`config.mk`:
```
export PLATFORM = sky130hd
export DESIGN_NAME = uart_receive_flat
export DESIGN_NICKNAME = d
export VERILOG_FILES = /design/src/rtl/uart_receive_pkg.sv /design/src/rtl/uart_receive_if.sv /design/src/rtl/uart_receive_sync_2ff.sv /design/src/rtl/uart_receive.sv /design/src/flat_wrapper.sv
export SDC_FILE = /design/constraint.sdc
export NUM_CORES = 1
export LEC_CHECK = 0
export CAP_MARGIN = 15
export CORE_AREA = 2 2 58 60
export DETAILED_ROUTE_END_ITERATION = 8
export DIE_AREA = 0 0 60 62
export GPL_TIMING_DRIVEN = 0
export PLACE_DENSITY = 0.83
export SLEW_MARGIN = 20
export SYNTH_ARGS = -nofsm -noshare
export SYNTH_HDL_FRONTEND = slang
export SYNTH_SLANG_ARGS = --single-unit
```
`constraint.sdc`:
```
create_clock -name i_clk -period 2.2 [get_ports i_clk]
set_input_delay 0.44 -clock i_clk [delete_from_list [all_inputs] [get_ports i_clk]]
set_output_delay 0.44 -clock i_clk [all_outputs]
set_load 0.01 [all_outputs]
```
`src/rtl/uart_receive_pkg.sv`:
```
// Shared types and constants for the 8N1 UART receiver.
// Frame state encoding and data width used by the receiver and its interface.
package uart_receive_pkg;

   localparam int unsigned UARTBITS = 8;

   typedef enum logic [2:0] {
      IDLE,
      START,
      DATA,
      STOP,
      BREAK
   } uart_rx_state_t;

endpackage

```
`src/rtl/uart_receive_if.sv`:
```
// Receiver-side bundle: serial line in, received byte and status strobes out.
// The slave modport is the receiver; the master modport is the line driver / consumer.
interface uart_receive_if;
   import uart_receive_pkg::*;

   logic                rx;
   logic [UARTBITS-1:0] data;
   logic                valid;
   logic                busy;
   logic                frame_err;

   modport master (output rx, input data, valid, busy, frame_err);
   modport slave  (input rx, output data, valid, busy, frame_err);

endinterface

```
`src/rtl/uart_receive_sync_2ff.sv`:
```
// Two-flop synchroniser for a single asynchronous input.
// The reset value is a parameter so idle-high and idle-low lines both start quiet.
module uart_receive_sync_2ff #(
   parameter bit ResetVal = 1'b1
) (
   input  logic i_clk,
   input  logic i_rst_n,
   input  logic i_d,
   output logic o_q
);

   logic [1:0] r_sync;

   always_ff @(posedge i_clk or negedge i_rst_n) begin
      if (!i_rst_n) begin
         r_sync <= {2{ResetVal}};
      end else begin
         r_sync <= {r_sync[0], i_d};
      end
   end

   assign o_q = r_sync[1];

endmodule

```
`src/rtl/uart_receive.sv`:
```
// 8N1 UART receiver: samples the synchronised line mid-bit, shifts bytes in LSB first,
// strobes valid for a good stop bit and frame_err for a bad one.
module uart_receive
   import uart_receive_pkg::*;
#(
   parameter int unsigned WTIME = 10
) (
   input  logic           i_clk,
   input  logic           i_rst_n,
   uart_receive_if.slave  io_uart
);

   localparam int unsigned CntW   = $clog2(WTIME) + 1;
   localparam int unsigned IdxW   = $clog2(UARTBITS);
   localparam logic [CntW-1:0] HalfLoad = CntW'(WTIME / 2 - 1);
   localparam logic [CntW-1:0] FullLoad = CntW'(WTIME - 1);
   localparam logic [IdxW-1:0] LastIdx  = IdxW'(UARTBITS - 1);

   uart_rx_state_t      r_state, w_state;
   logic [CntW-1:0]     r_cnt, w_cnt;
   logic [IdxW-1:0]     r_bit_idx, w_bit_idx;
   logic [UARTBITS-1:0] r_shift, w_shift;
   logic [UARTBITS-1:0] r_data, w_data;
   logic                r_valid, w_valid;
   logic                r_frame_err, w_frame_err;
   logic                w_rx_s;
   logic                w_tick;

   uart_receive_sync_2ff #(
      .ResetVal (1'b1)
   ) u_sync (
      .i_clk   (i_clk),
      .i_rst_n (i_rst_n),
      .i_d     (io_uart.rx),
      .o_q     (w_rx_s)
   );

   // Each sample point reloads a full bit period, so the grid never drifts.
   assign w_tick = (r_cnt == '0);

   always_comb begin
      w_state     = r_state;
      w_cnt       = r_cnt;
      w_bit_idx   = r_bit_idx;
      w_shift     = r_shift;
      w_data      = r_data;
      w_valid     = 1'b0;
      w_frame_err = 1'b0;

      unique case (r_state)
         IDLE: begin
            if (!w_rx_s) begin
               w_state   = START;
               w_cnt     = HalfLoad;
               w_bit_idx = '0;
            end
         end
         START: begin
            if (w_tick) begin
               if (w_rx_s) begin
                  w_state = IDLE;
               end else begin
                  w_state = DATA;
                  w_cnt   = FullLoad;
               end
            end else begin
               w_cnt = r_cnt - CntW'(1);
            end
         end
         DATA: begin
            if (w_tick) begin
               w_shift = {w_rx_s, r_shift[UARTBITS-1:1]};
               w_cnt   = FullLoad;
               if (r_bit_idx == LastIdx) begin
                  w_state = STOP;
               end else begin
                  w_bit_idx = r_bit_idx + IdxW'(1);
               end
            end else begin
               w_cnt = r_cnt - CntW'(1);
            end
         end
         STOP: begin
            if (w_tick) begin
               if (w_rx_s) begin
                  w_data  = r_shift;
                  w_valid = 1'b1;
                  w_state = IDLE;
               end else begin
                  w_frame_err = 1'b1;
                  w_state     = BREAK;
               end
            end else begin
               w_cnt = r_cnt - CntW'(1);
            end
         end
         BREAK: begin
            // A held-low line must not look like a fresh start bit.
            if (w_rx_s) begin
               w_state = IDLE;
            end
         end
         default: begin
            w_state = IDLE;
         end
      endcase
   end

   always_ff @(posedge i_clk or negedge i_rst_n) begin
      if (!i_rst_n) begin
         r_state     <= IDLE;
         r_cnt       <= '0;
         r_bit_idx   <= '0;
         r_shift     <= '0;
         r_data      <= '0;
         r_valid     <= 1'b0;
         r_frame_err <= 1'b0;
      end else begin
         r_state     <= w_state;
         r_cnt       <= w_cnt;
         r_bit_idx   <= w_bit_idx;
         r_shift     <= w_shift;
         r_data      <= w_data;
         r_valid     <= w_valid;
         r_frame_err <= w_frame_err;
      end
   end

   assign io_uart.data      = r_data;
   assign io_uart.valid     = r_valid;
   assign io_uart.frame_err = r_frame_err;
   assign io_uart.busy      = (r_state != IDLE);

endmodule

```
`src/flat_wrapper.sv`:
```
// flat-port wrapper written by rule: the top's interface ports become plain ports
module uart_receive_flat import uart_receive_pkg::*;
#(
   parameter int unsigned WTIME = 10
)
  (i_clk, i_rst_n, io_uart_rx, io_uart_data, io_uart_valid, io_uart_busy, io_uart_frame_err);
  uart_receive_if io_uart_i ();
  input  logic i_clk;
  input  logic i_rst_n;
  input wire logic [$bits(io_uart_i.rx)-1:0] io_uart_rx;
  output wire logic [$bits(io_uart_i.data)-1:0] io_uart_data;
  output wire logic [$bits(io_uart_i.valid)-1:0] io_uart_valid;
  output wire logic [$bits(io_uart_i.busy)-1:0] io_uart_busy;
  output wire logic [$bits(io_uart_i.frame_err)-1:0] io_uart_frame_err;
  assign io_uart_i.rx = io_uart_rx;
  assign io_uart_data = io_uart_i.data;
  assign io_uart_valid = io_uart_i.valid;
  assign io_uart_busy = io_uart_i.busy;
  assign io_uart_frame_err = io_uart_i.frame_err;
  uart_receive #(.WTIME(WTIME)) u_core (.i_clk(i_clk), .i_rst_n(i_rst_n), .io_uart(io_uart_i));
endmodule
```
==> impl_metrics.csv, run 1 <==
group,metric,value,unit
clocking,cts_made_buffers,5,
final_layout,fin_area,1850,sq um
sta,post-route-period-util,97.5,%
critical_path,critPathBufInv,1,
detailed_routing,routed_via_density,5.28,
placement,dp_hpwl,1920,um
detailed_routing,wire_per_inst,14.5,um
critical_path,crit_fanout,4,
critical_path,crit_cells,6,
critical_path,arrival,2.38,ns
clocking,clkSlewWorstSetupHoldPaths,0.10,ns
sta,setup_viol,0,
sta,fin_ws,0.0559,ns
floorplan,die_area,3720,sq um
sta,hold_viol,0,
placement,placed_area,1660,sq um
placement,portBuffers,13,
critical_path,crit_chain,"inv_1, ha_4, or4b_4, or3_4, nor2_4, mux2_2",
sta,finalMaxSlewViolations,0,
detailed_routing,wl,2920,um
sta,timing.fmax,466,MHz
logic_synthesis,ys.flop_type,"dfrtp_1",
critical_path,crit_family,"simple AND/OR/NAND/NOR gates",
final_layout,fin_util,58.1,%
hold_path,min_path_type,"input port to async pin",
power_and_ir_drop,power.leakage,0.000835,uW
floorplan,ios,14,
grt,overflow,0,
clocking,cts_max_level,2,
logic_synthesis,synth.largest_area_cell,"dfrtp_1",
critical_path,slowest_stage,"or4b_4",
critical_path,reg2reg_depth,6,
logic_synthesis,syn_area_per_cell,11.6,sq um
placement,dp_slack,-0.199,ns
logic_synthesis,yosys_warnings,0,
floorplan,row_count,21,
final_layout,final_layout_size_suffix_gt1_share,34.8,%
sta,relSlewSlack,55.6,%
grt,grt_pass1_vias,1028,
floorplan,initial_core_util,46.0,%
grt,grt_pass1_wl,4770,um
logic_synthesis,ys_types,31,
logic_synthesis,synth_edf_count,0,
final_layout,antenna_cells,0,
grt,grt_max_degree,32,
placement,place_congestion,0.873,
detailed_routing,post-route-drc-count,0,
final_layout,area_delta_synth_final,26.4,%
clocking,clock-root-buffer,"clkbuf_4",
critical_path,critPathKind,"flop to flop",
critical_path,start_kind,"flop",
grt,grt.total_usage,18.1,%
power_and_ir_drop,power.total,1810,uW
power_and_ir_drop,ir_drop,0.000439,V
sta,tightest_slew,0.666,ns
logic_synthesis,syn_nets,133,
sta,fin_tns_setup,0,ns
logic_synthesis,synthTopCellsByArea,"dfrtp_1 (50%), mux2_2 (13%), dfstp_2 (3.6%), ha_1 (3.4%), nand2_1 (2.8%)",
logic_synthesis,syn-cell-area,1460,sq um
critical_path,crit_required,2.43,ns
detailed_routing,detail-route-antenna-nets,0,
detailed_routing,first_iter_violations,31,
clocking,clock_sinks,31,
run_status,status,"complete, no violations",
clocking,hold_buffers,0,
power_and_ir_drop,p_per_area,983,nW/um^2
floorplan,die_width,60,um
grt,antenna_found_initial,0,
critical_path,slowest_delay,0.47,ns
final_layout,finalNetCount,161,
logic_synthesis,synth_cells,126,
logic_synthesis,yosysSeqAreaShare,53.3,%
clocking,clkLatencyLatePin,0.34,ns
floorplan,core_area,3180,sq um
logic_synthesis,ys_ff_latch,31,
critical_path,cp-end-kind,"flop",
clocking,clockBufferDepth,2,
logic_synthesis,synth_top_area_share,49.7,%
flow_run,cap_violations,0,
detailed_routing,first_pass_iters,4,
sta,finClkSkew,0.00547,ns
detailed_routing,vias,1062,
clocking,cts_tree,"yes",
floorplan,die_h,62,um
sta,post-route-min-period,2.14,ns
logic_synthesis,synth_common_cells,"dfrtp_1 (29), mux2_2 (17), nand2_1 (11)",
logic_synthesis,postSynth.asyncResetShare,100,%
logic_synthesis,synth_most_common_cell,"dfrtp_1",
[worst reg2reg max path: stages, from the launching register on]
cell and delay (ns):
dfrtp_1 0.40, inv_1 0.11, ha_4 0.15, or4b_4 0.47
or3_4 0.41, nor2_4 0.16, mux2_2 0.34
[stage by stage]
stage          std cells  hold WS, ns
3_3_place_gp         185        0.347
2_1_floorplan        126        0.144
5_1_grt              201        0.176
6_report             201        0.116
3_5_place_dp         185        0.351
4_1_cts              197        0.140
[sequential cells by signal, indices dropped and copies added, names as in the netlist]
register / flops
u_core.r_bit_idx: 3
u_core.u_sync.r_sync: 2
u_core.io_uart.data: 8
u_core.r_state: 3
u_core.r_cnt: 5
u_core.r_shift: 8
u_core.io_uart.frame_err: 1
u_core.io_uart.valid: 1
[path summary, 6_finish.rpt]
check,from,endpoint,slack [ns]
max,u_core.r_cnt[1]$_DFFE_PN0P_,u_core.io_uart.data[5]$_DFFE_PN0P_,0.06
min,i_rst_n,u_core.io_uart.frame_err$_DFF_PN0_,0.12
max reg2reg,u_core.r_cnt[1]$_DFFE_PN0P_,u_core.io_uart.data[5]$_DFFE_PN0P_,0.06
min reg2reg,u_core.u_sync.r_sync[0]$_DFF_PN1_,u_core.u_sync.r_sync[1]$_DFF_PN1_,0.37
max in group asynchronous,i_rst_n,u_core.r_state[2]$_DFFE_PN0P_,1.61
min in group i_clk,u_core.u_sync.r_sync[0]$_DFF_PN1_,u_core.u_sync.r_sync[1]$_DFF_PN1_,0.37
[layout make-up]
type	count	area, sq um
inverters	6	28.8
fillers	269	1330
flip-flops and latches	31	781
well taps	46	57.6
repair buffers	23	213
multi-input cells	85	679
clock buffers	7	65.1
clock inverters	1	7.51
plain buffers	2	15.0
[kinds of logic (layout without fill, tap and decap cells)]
group / Yosys count / after routing / synth area share [%]
and+or+nand+nor: 37 / 38 / 15.5
DFF: 31 / 31 / 53.3
AOI/OAI and AO/OA: 24 / 24 / 10.0
muxes: 19 / 19 / 14.5
buffers and inverters: 11 / 39 / 3.34
adders and majority gates: 4 / 4 / 3.42
[report_power, final]
group,internal [uW],total (uW),switching (uW)
sequential,670,800,130
combinational,318,623,305
clock,187,392,205
total,1170,1810,640
[what timing repair did]
| item | CTS | global route |
|---|---|---|
| resized for setup | 6 | 5 |
| pin swaps | 3 | 3 |
| cloned | 1 | 0 |
| setup endpoints to repair | 20 | 20 |
| buffers inserted | 6 | 4 |
[placed cells by master, fill, tap and decap left out, types with 2 or more instances in the layout]
cell type and count:
nor4b_1 2, clkbuf_8 2, clkinvlp_4 2, nand2b_1 3
mux2i_1 2, o21ai_0 6, inv_1 4, buf_4 9
dfstp_2 2, nand2_1 11, dfrtp_2 2, a31oi_1 3
clkbuf_4 5, nor2_1 5, nand3_1 3, mux2_2 16
a21oi_1 7, clkdlybuf4s50_1 12, nor2_4 2, dfrtp_1 27
nor3_1 4, ha_1 3, o22ai_1 2
[metal layers]
| layer | global-route usage, % | up-vias | share of wire (%) |
|---|---|---|---|
| li1 | - | 513 | - |
| met1 | 22.2 | 518 | 43 |
| met2 | 29.3 | 25 | 50 |
| met3 | 6.42 | 6 | 4.7 |
| met4 | 7.62 | 0 | 1.7 |
| met5 | 0 | - | 0 |
Power figures use the tool's default switching activity.
==> run 2: changes to the inputs <==
--- a/config.mk
+++ b/config.mk
@@ -6,11 +6,11 @@
 export NUM_CORES = 1
 export LEC_CHECK = 0
 export CAP_MARGIN = 15
-export CORE_AREA = 2 2 58 60
+export CORE_AREA = 2 2 64 54
 export DETAILED_ROUTE_END_ITERATION = 8
-export DIE_AREA = 0 0 60 62
+export DIE_AREA = 0 0 66 56
 export GPL_TIMING_DRIVEN = 0
-export PLACE_DENSITY = 0.83
+export PLACE_DENSITY = 0.84
 export SLEW_MARGIN = 20
 export SYNTH_ARGS = -nofsm -noshare
 export SYNTH_HDL_FRONTEND = slang
==> impl_metrics.csv, run 2 (same netlist as run 1, synthesis figures left out) <==
group,metric,value,unit
placement,dp_hpwl,1900,um
flow_run,cap_violations,0,
floorplan,initial_core_util,48.4,%
sta,hold_viol,0,
floorplan,core_area,3020,sq um
grt,grt_pass1_vias,1046,
sta,holdWs,0.174,ns
critical_path,crit_required,2.37,ns
sta,finClkSkew,0.00845,ns
placement,dp_slack,-0.192,ns
detailed_routing,detail-route-antenna-nets,0,
final_layout,fin_area,1870,sq um
critical_path,crit_fanout,5,
clocking,clockBufferDepth,2,
clocking,clock_sinks,31,
power_and_ir_drop,power.total,2030,uW
final_layout,layout_common_cells,"dfrtp_1 (27), mux2_2 (14), clkdlybuf4s50_1 (12)",
final_layout,antenna_cells,0,
sta,post-route-min-period,2.17,ns
critical_path,cp-end-kind,"flop",
clocking,cts_made_buffers,5,
grt,grt_pass1_wl,4860,um
power_and_ir_drop,p_per_area,1090,nW/um^2
final_layout,finalNetCount,160,
hold_path,min_path_type,"input port to async pin",
clocking,cts_tree,"yes",
grt,grt_max_degree,32,
sta,fin_ws,0.0257,ns
sta,setup_viol,0,
grt,overflow,0,
sta,tightest_slew,0.656,ns
final_layout,layout_commonest_cell,"dfrtp_1",
detailed_routing,routed_via_density,5.54,
placement,portBuffers,13,
sta,timing.fmax,460,MHz
power_and_ir_drop,power.leakage,0.000850,uW
critical_path,arrival,2.34,ns
placement,placed_area,1660,sq um
grt,antenna_found_initial,0,
critical_path,start_kind,"flop",
detailed_routing,first_iter_violations,40,
detailed_routing,wl,2870,um
sta,finalMaxSlewViolations,0,
critical_path,r2r_slack,0.03,ns
critical_path,critPathKind,"flop to flop",
clocking,cts_max_level,2,
floorplan,die_width,66,um
sta,rsz0062_at_grt,"true",
floorplan,row_count,18,
clocking,clkLatencyLatePin,0.29,ns
floorplan,ios,14,
detailed_routing,vias,1074,
sta,relSlewSlack,56.3,%
sta,post-route-period-util,98.8,%
floorplan,die_h,56,um
detailed_routing,first_pass_iters,4,
clocking,clock-root-buffer,"clkbuf_8",
run_status,status,"complete, no violations",
floorplan,die_area,3700,sq um
detailed_routing,post-route-drc-count,0,
final_layout,area_delta_synth_final,27.7,%
power_and_ir_drop,ir_drop,0.000561,V
clocking,clkSlewWorstSetupHoldPaths,0.07,ns
detailed_routing,wire_per_inst,14.8,um
placement,place_congestion,0.865,
grt,grt.total_usage,17.9,%
final_layout,final_layout_size_suffix_gt1_share,34.4,%
-- run 2: layout make-up --
cell class,instances,area (sq um)
fill,230,1150
timing repair buffer,21,185
tap,40,50.0
sequential,31,781
clock inverter,2,35.0
multi-input combinational,85,691
buffer,3,16.3
clock buffer,6,82.6
inverter,6,25.0
-- run 2: power breakdown --
part / internal, uW / switching (uW)
combinational: 331 / 325
clock: 366 / 213
sequential: 672 / 118
-- run 2: through the flow --
step           instances  util [%]  setup TNS, ns
4_1_cts              192      60.4      -0.000371
2_1_floorplan        126         -         -0.321
6_report             194      61.8              0
3_5_place_dp         179      54.9          -1.54
3_3_place_gp         179      55.1          -1.12
5_1_grt              194      61.8         -0.148
-- run 2: layer usage --
metal	up-vias	track usage [%]	wire length, um
met5	-	0	0
met4	0	10.2	114
met3	11	5.47	134
met2	38	27.6	1450
met1	519	22.2	1170
li1	506	-	-
-- run 2: timing repair --
action,in CTS,in global routing
pin swaps,2,2
hold buffers,0,0
gates cloned,1,0
resized for setup,6,7
buffers inserted,5,3
endpoints found under the setup margin,20,19
-- run 2: critical path: stages (launching register included) --
cell and delay (ns):
dfrtp_2 0.43, inv_4 0.07, ha_4 0.14, or4b_4 0.50, or3_4 0.42, nor2_8 0.15, mux2_2 0.35
-- run 2: path summary, 6_finish.rpt --
kind / endpoint / depth (start not counted) / startpoint
setup reg to reg: u_core.io_uart.data[6]$_DFFE_PN0P_ / 6 / u_core.r_cnt[0]$_DFFE_PN0P_
setup / recovery: u_core.io_uart.data[6]$_DFFE_PN0P_ / 6 / u_core.r_cnt[0]$_DFFE_PN0P_
hold / removal: u_core.r_cnt[2]$_DFFE_PN0P_ / 1 / i_rst_n
max in group asynchronous: u_core.r_state[2]$_DFFE_PN0P_ / 1 / i_rst_n
hold reg to reg: u_core.u_sync.r_sync[1]$_DFF_PN1_ / 0 / u_core.u_sync.r_sync[0]$_DFF_PN1_
min in group i_clk: u_core.u_sync.r_sync[1]$_DFF_PN1_ / 0 / u_core.u_sync.r_sync[0]$_DFF_PN1_
==> run 3: changes to the inputs <==
--- a/config.mk
+++ b/config.mk
@@ -6,12 +6,14 @@
 export NUM_CORES = 1
 export LEC_CHECK = 0
 export CAP_MARGIN = 15
-export CORE_AREA = 2 2 64 54
+export CORE_AREA = 2 2 60 51
 export DETAILED_ROUTE_END_ITERATION = 8
-export DIE_AREA = 0 0 66 56
+export DIE_AREA = 0 0 62 53
+export DONT_BUFFER_PORTS = 1
 export GPL_TIMING_DRIVEN = 0
-export PLACE_DENSITY = 0.84
+export PLACE_DENSITY = 0.83
 export SLEW_MARGIN = 20
 export SYNTH_ARGS = -nofsm -noshare
 export SYNTH_HDL_FRONTEND = slang
+export SYNTH_HIERARCHICAL = 1
 export SYNTH_SLANG_ARGS = --single-unit
==> impl_metrics.csv, run 3 <==
group,metric,value,unit
placement,portBuffers,0,
logic_synthesis,synth_most_common_cell,"dfrtp_1",
sta,hold_viol,0,
final_layout,seq_area,778,sq um
sta,timing.fmax,491,MHz
clocking,clockBufferDepth,2,
detailed_routing,routed_via_density,5.73,
clocking,clock-root-buffer,"clkbuf_4",
grt,grt_pass1_wl,4010,um
sta,tightest_slew,0.407,ns
clocking,cts_max_level,2,
logic_synthesis,yosys.area_share.adder,2.64,%
logic_synthesis,synth-compound-area-share,9.07,%
grt,antenna_found_initial,0,
clocking,cts_tree,"yes",
power_and_ir_drop,ir_drop,0.000371,V
logic_synthesis,synth_cells,115,
logic_synthesis,postSynth.asyncResetShare,100,%
critical_path,arrival,2.26,ns
sta,post-route-period-util,92.5,%
logic_synthesis,synth_top_area_share,51.1,%
grt,grt_pass1_vias,863,
placement,dp_hpwl,1610,um
final_layout,multi_input_area,611,sq um
grt,grt_max_degree,32,
logic_synthesis,syn_nets,121,
power_and_ir_drop,power.leakage,0.000715,uW
power_and_ir_drop,power.total,1620,uW
final_layout,antenna_cells,0,
logic_synthesis,yosysSeqAreaShare,54.8,%
logic_synthesis,ys.flop_type,"dfrtp_1",
detailed_routing,wl,2390,um
logic_synthesis,synth_common_cells,"dfrtp_1 (29), mux2_2 (17), nand2_1 (10)",
floorplan,core_area,2660,sq um
sta,relSlewSlack,72.9,%
logic_synthesis,synthTopCellsByArea,"dfrtp_1 (51%), mux2_2 (13%), dfstp_2 (3.7%), nor4b_4 (3.3%), ha_1 (2.6%)",
floorplan,ios,14,
logic_synthesis,ys_ff_latch,31,
hold_path,min_path_type,"input port to flop",
sta,finClkSkew,0.00844,ns
clocking,clkSlewWorstSetupHoldPaths,0.10,ns
detailed_routing,wire_per_inst,14.6,um
sta,finalMaxSlewViolations,0,
sta,rsz0062_at_grt,"false",
clocking,cts_made_buffers,5,
final_layout,layout_commonest_cell,"dfrtp_1",
run_status,status,"complete, no violations",
floorplan,initial_core_util,53.4,%
critical_path,crit_fanout,9,
placement,place_congestion,0.886,
logic_synthesis,synthMuxAreaShare,14.2,%
logic_synthesis,synth_top_family_by_area,"simple AND/OR/NAND/NOR gates",
floorplan,die_h,53,um
detailed_routing,post-route-drc-count,0,
final_layout,final_layout_size_suffix_gt1_share,32.5,%
final_layout,layout_common_cells,"dfrtp_1 (29), mux2_2 (17), nand2_1 (10)",
clocking,clock_sinks,31,
placement,placed_area,1470,sq um
flow_run,cap_violations,0,
final_layout,num-fill-cells,216,
logic_synthesis,syn_area_per_cell,12.3,sq um
final_layout,finalNetCount,131,
critical_path,crit_required,2.42,ns
logic_synthesis,yosys_warnings,6,
logic_synthesis,synth.largest_area_cell,"dfrtp_1",
logic_synthesis,synth_edf_count,0,
logic_synthesis,yosys.area_share.xor_xnor,0,%
floorplan,die_width,62,um
detailed_routing,first_iter_violations,92,
detailed_routing,detail-route-antenna-nets,0,
final_layout,fin_area,1590,sq um
floorplan,row_count,17,
grt,grt.total_usage,17.7,%
sta,setup_viol,0,
detailed_routing,vias,939,
logic_synthesis,ys_types,33,
logic_synthesis,syn-cell-area,1420,sq um
power_and_ir_drop,p_per_area,1020,nW/um^2
critical_path,start_kind,"flop",
critical_path,cp-end-kind,"flop",
sta,holdWs,0.0896,ns
logic_synthesis,synth_simple_gate_area_share,16.6,%
critical_path,critPathKind,"flop to flop",
grt,overflow,0,
final_layout,area_delta_synth_final,11.6,%
floorplan,die_area,3290,sq um
sta,post-route-min-period,2.04,ns
detailed_routing,first_pass_iters,4,
clocking,clkLatencyLatePin,0.34,ns
[run 3: path summary, 6_finish.rpt]
check	start	to	cells past startpoint	slack, ns
max in group asynchronous	i_rst_n	u_core/u_sync/r_sync[1]$_DFF_PN1_	2	1.44
worst max register to register	u_core/r_cnt[0]$_DFFE_PN0P_	u_core/io_uart.data[6]$_DFFE_PN0P_	7	0.16
min in group asynchronous	i_rst_n	u_core/r_cnt[2]$_DFFE_PN0P_	2	0.52
worst min-delay path	io_uart_rx	u_core/u_sync/r_sync[0]$_DFF_PN1_	0	0.09
worst min register to register	u_core/u_sync/r_sync[0]$_DFF_PN1_	u_core/u_sync/r_sync[1]$_DFF_PN1_	0	0.36
worst max-delay path	u_core/r_cnt[0]$_DFFE_PN0P_	u_core/io_uart.data[6]$_DFFE_PN0P_	7	0.16
[run 3: what timing repair did]
item	in CTS	in global routing
gates resized for setup	0	2
endpoints found under the setup margin	8	9
endpoints found under the hold margin	31	0
hold buffers	2	0
buffers inserted	1	0
[run 3: per-layer routing]
metal / track usage, % / wire length (um) / vias up
met4: 13.5 / 72 / 0
met5: 0 / 0 / -
met2: 24.3 / 1090 / 45
met1: 22.3 / 1070 / 446
met3: 6.11 / 165 / 11
li1: - / - / 437
[run 3: power breakdown]
part	switching, uW	internal (uW)
sequential	98.6	660
combinational	254	221
clock	197	187
total	550	1070
[run 3: cell families after synthesis]
| group | count (synthesis) |
|---|---|
| buffers and inverters | 8 |
| AOI/OAI and AO/OA | 20 |
| DFF | 31 |
| and+or+nand+nor | 35 |
| adders and majority gates | 3 |
| muxes | 18 |
[run 3: critical path, cell delays in order, from the launching register on]
cell and delay [ns]:
dfrtp_1 0.46, inv_1 0.12, ha_2 0.22, nor4b_4 0.28, nand3_2 0.14, nor3b_2 0.20
buf_6 0.17, mux2_2 0.34
[run 3: area by class of cell]
| class | instances | area share [%] |
|---|---|---|
| Sequential cell | 31 | 49.1 |
| Inverter | 2 | 0.474 |
| Multi-Input combinational cell | 76 | 38.5 |
| Clock buffer | 7 | 4.10 |
| Buffer | 6 | 1.97 |
| Clock inverter | 1 | 0.474 |
| Tap cell | 38 | 3.00 |
| Timing Repair Buffer | 3 | 2.37 |
[run 3: through the flow]
step	instances	util (%)	setup WS, ns	TNS, ns
detailed placement	153	55.2	-0.0786	-0.589
global route	164	59.6	0.0109	0
finish	164	59.6	0.165	0
global placement	153	55.2	-0.00137	-0.00228
floorplan	115	-	0.197	0
CTS	164	59.3	0.146	0
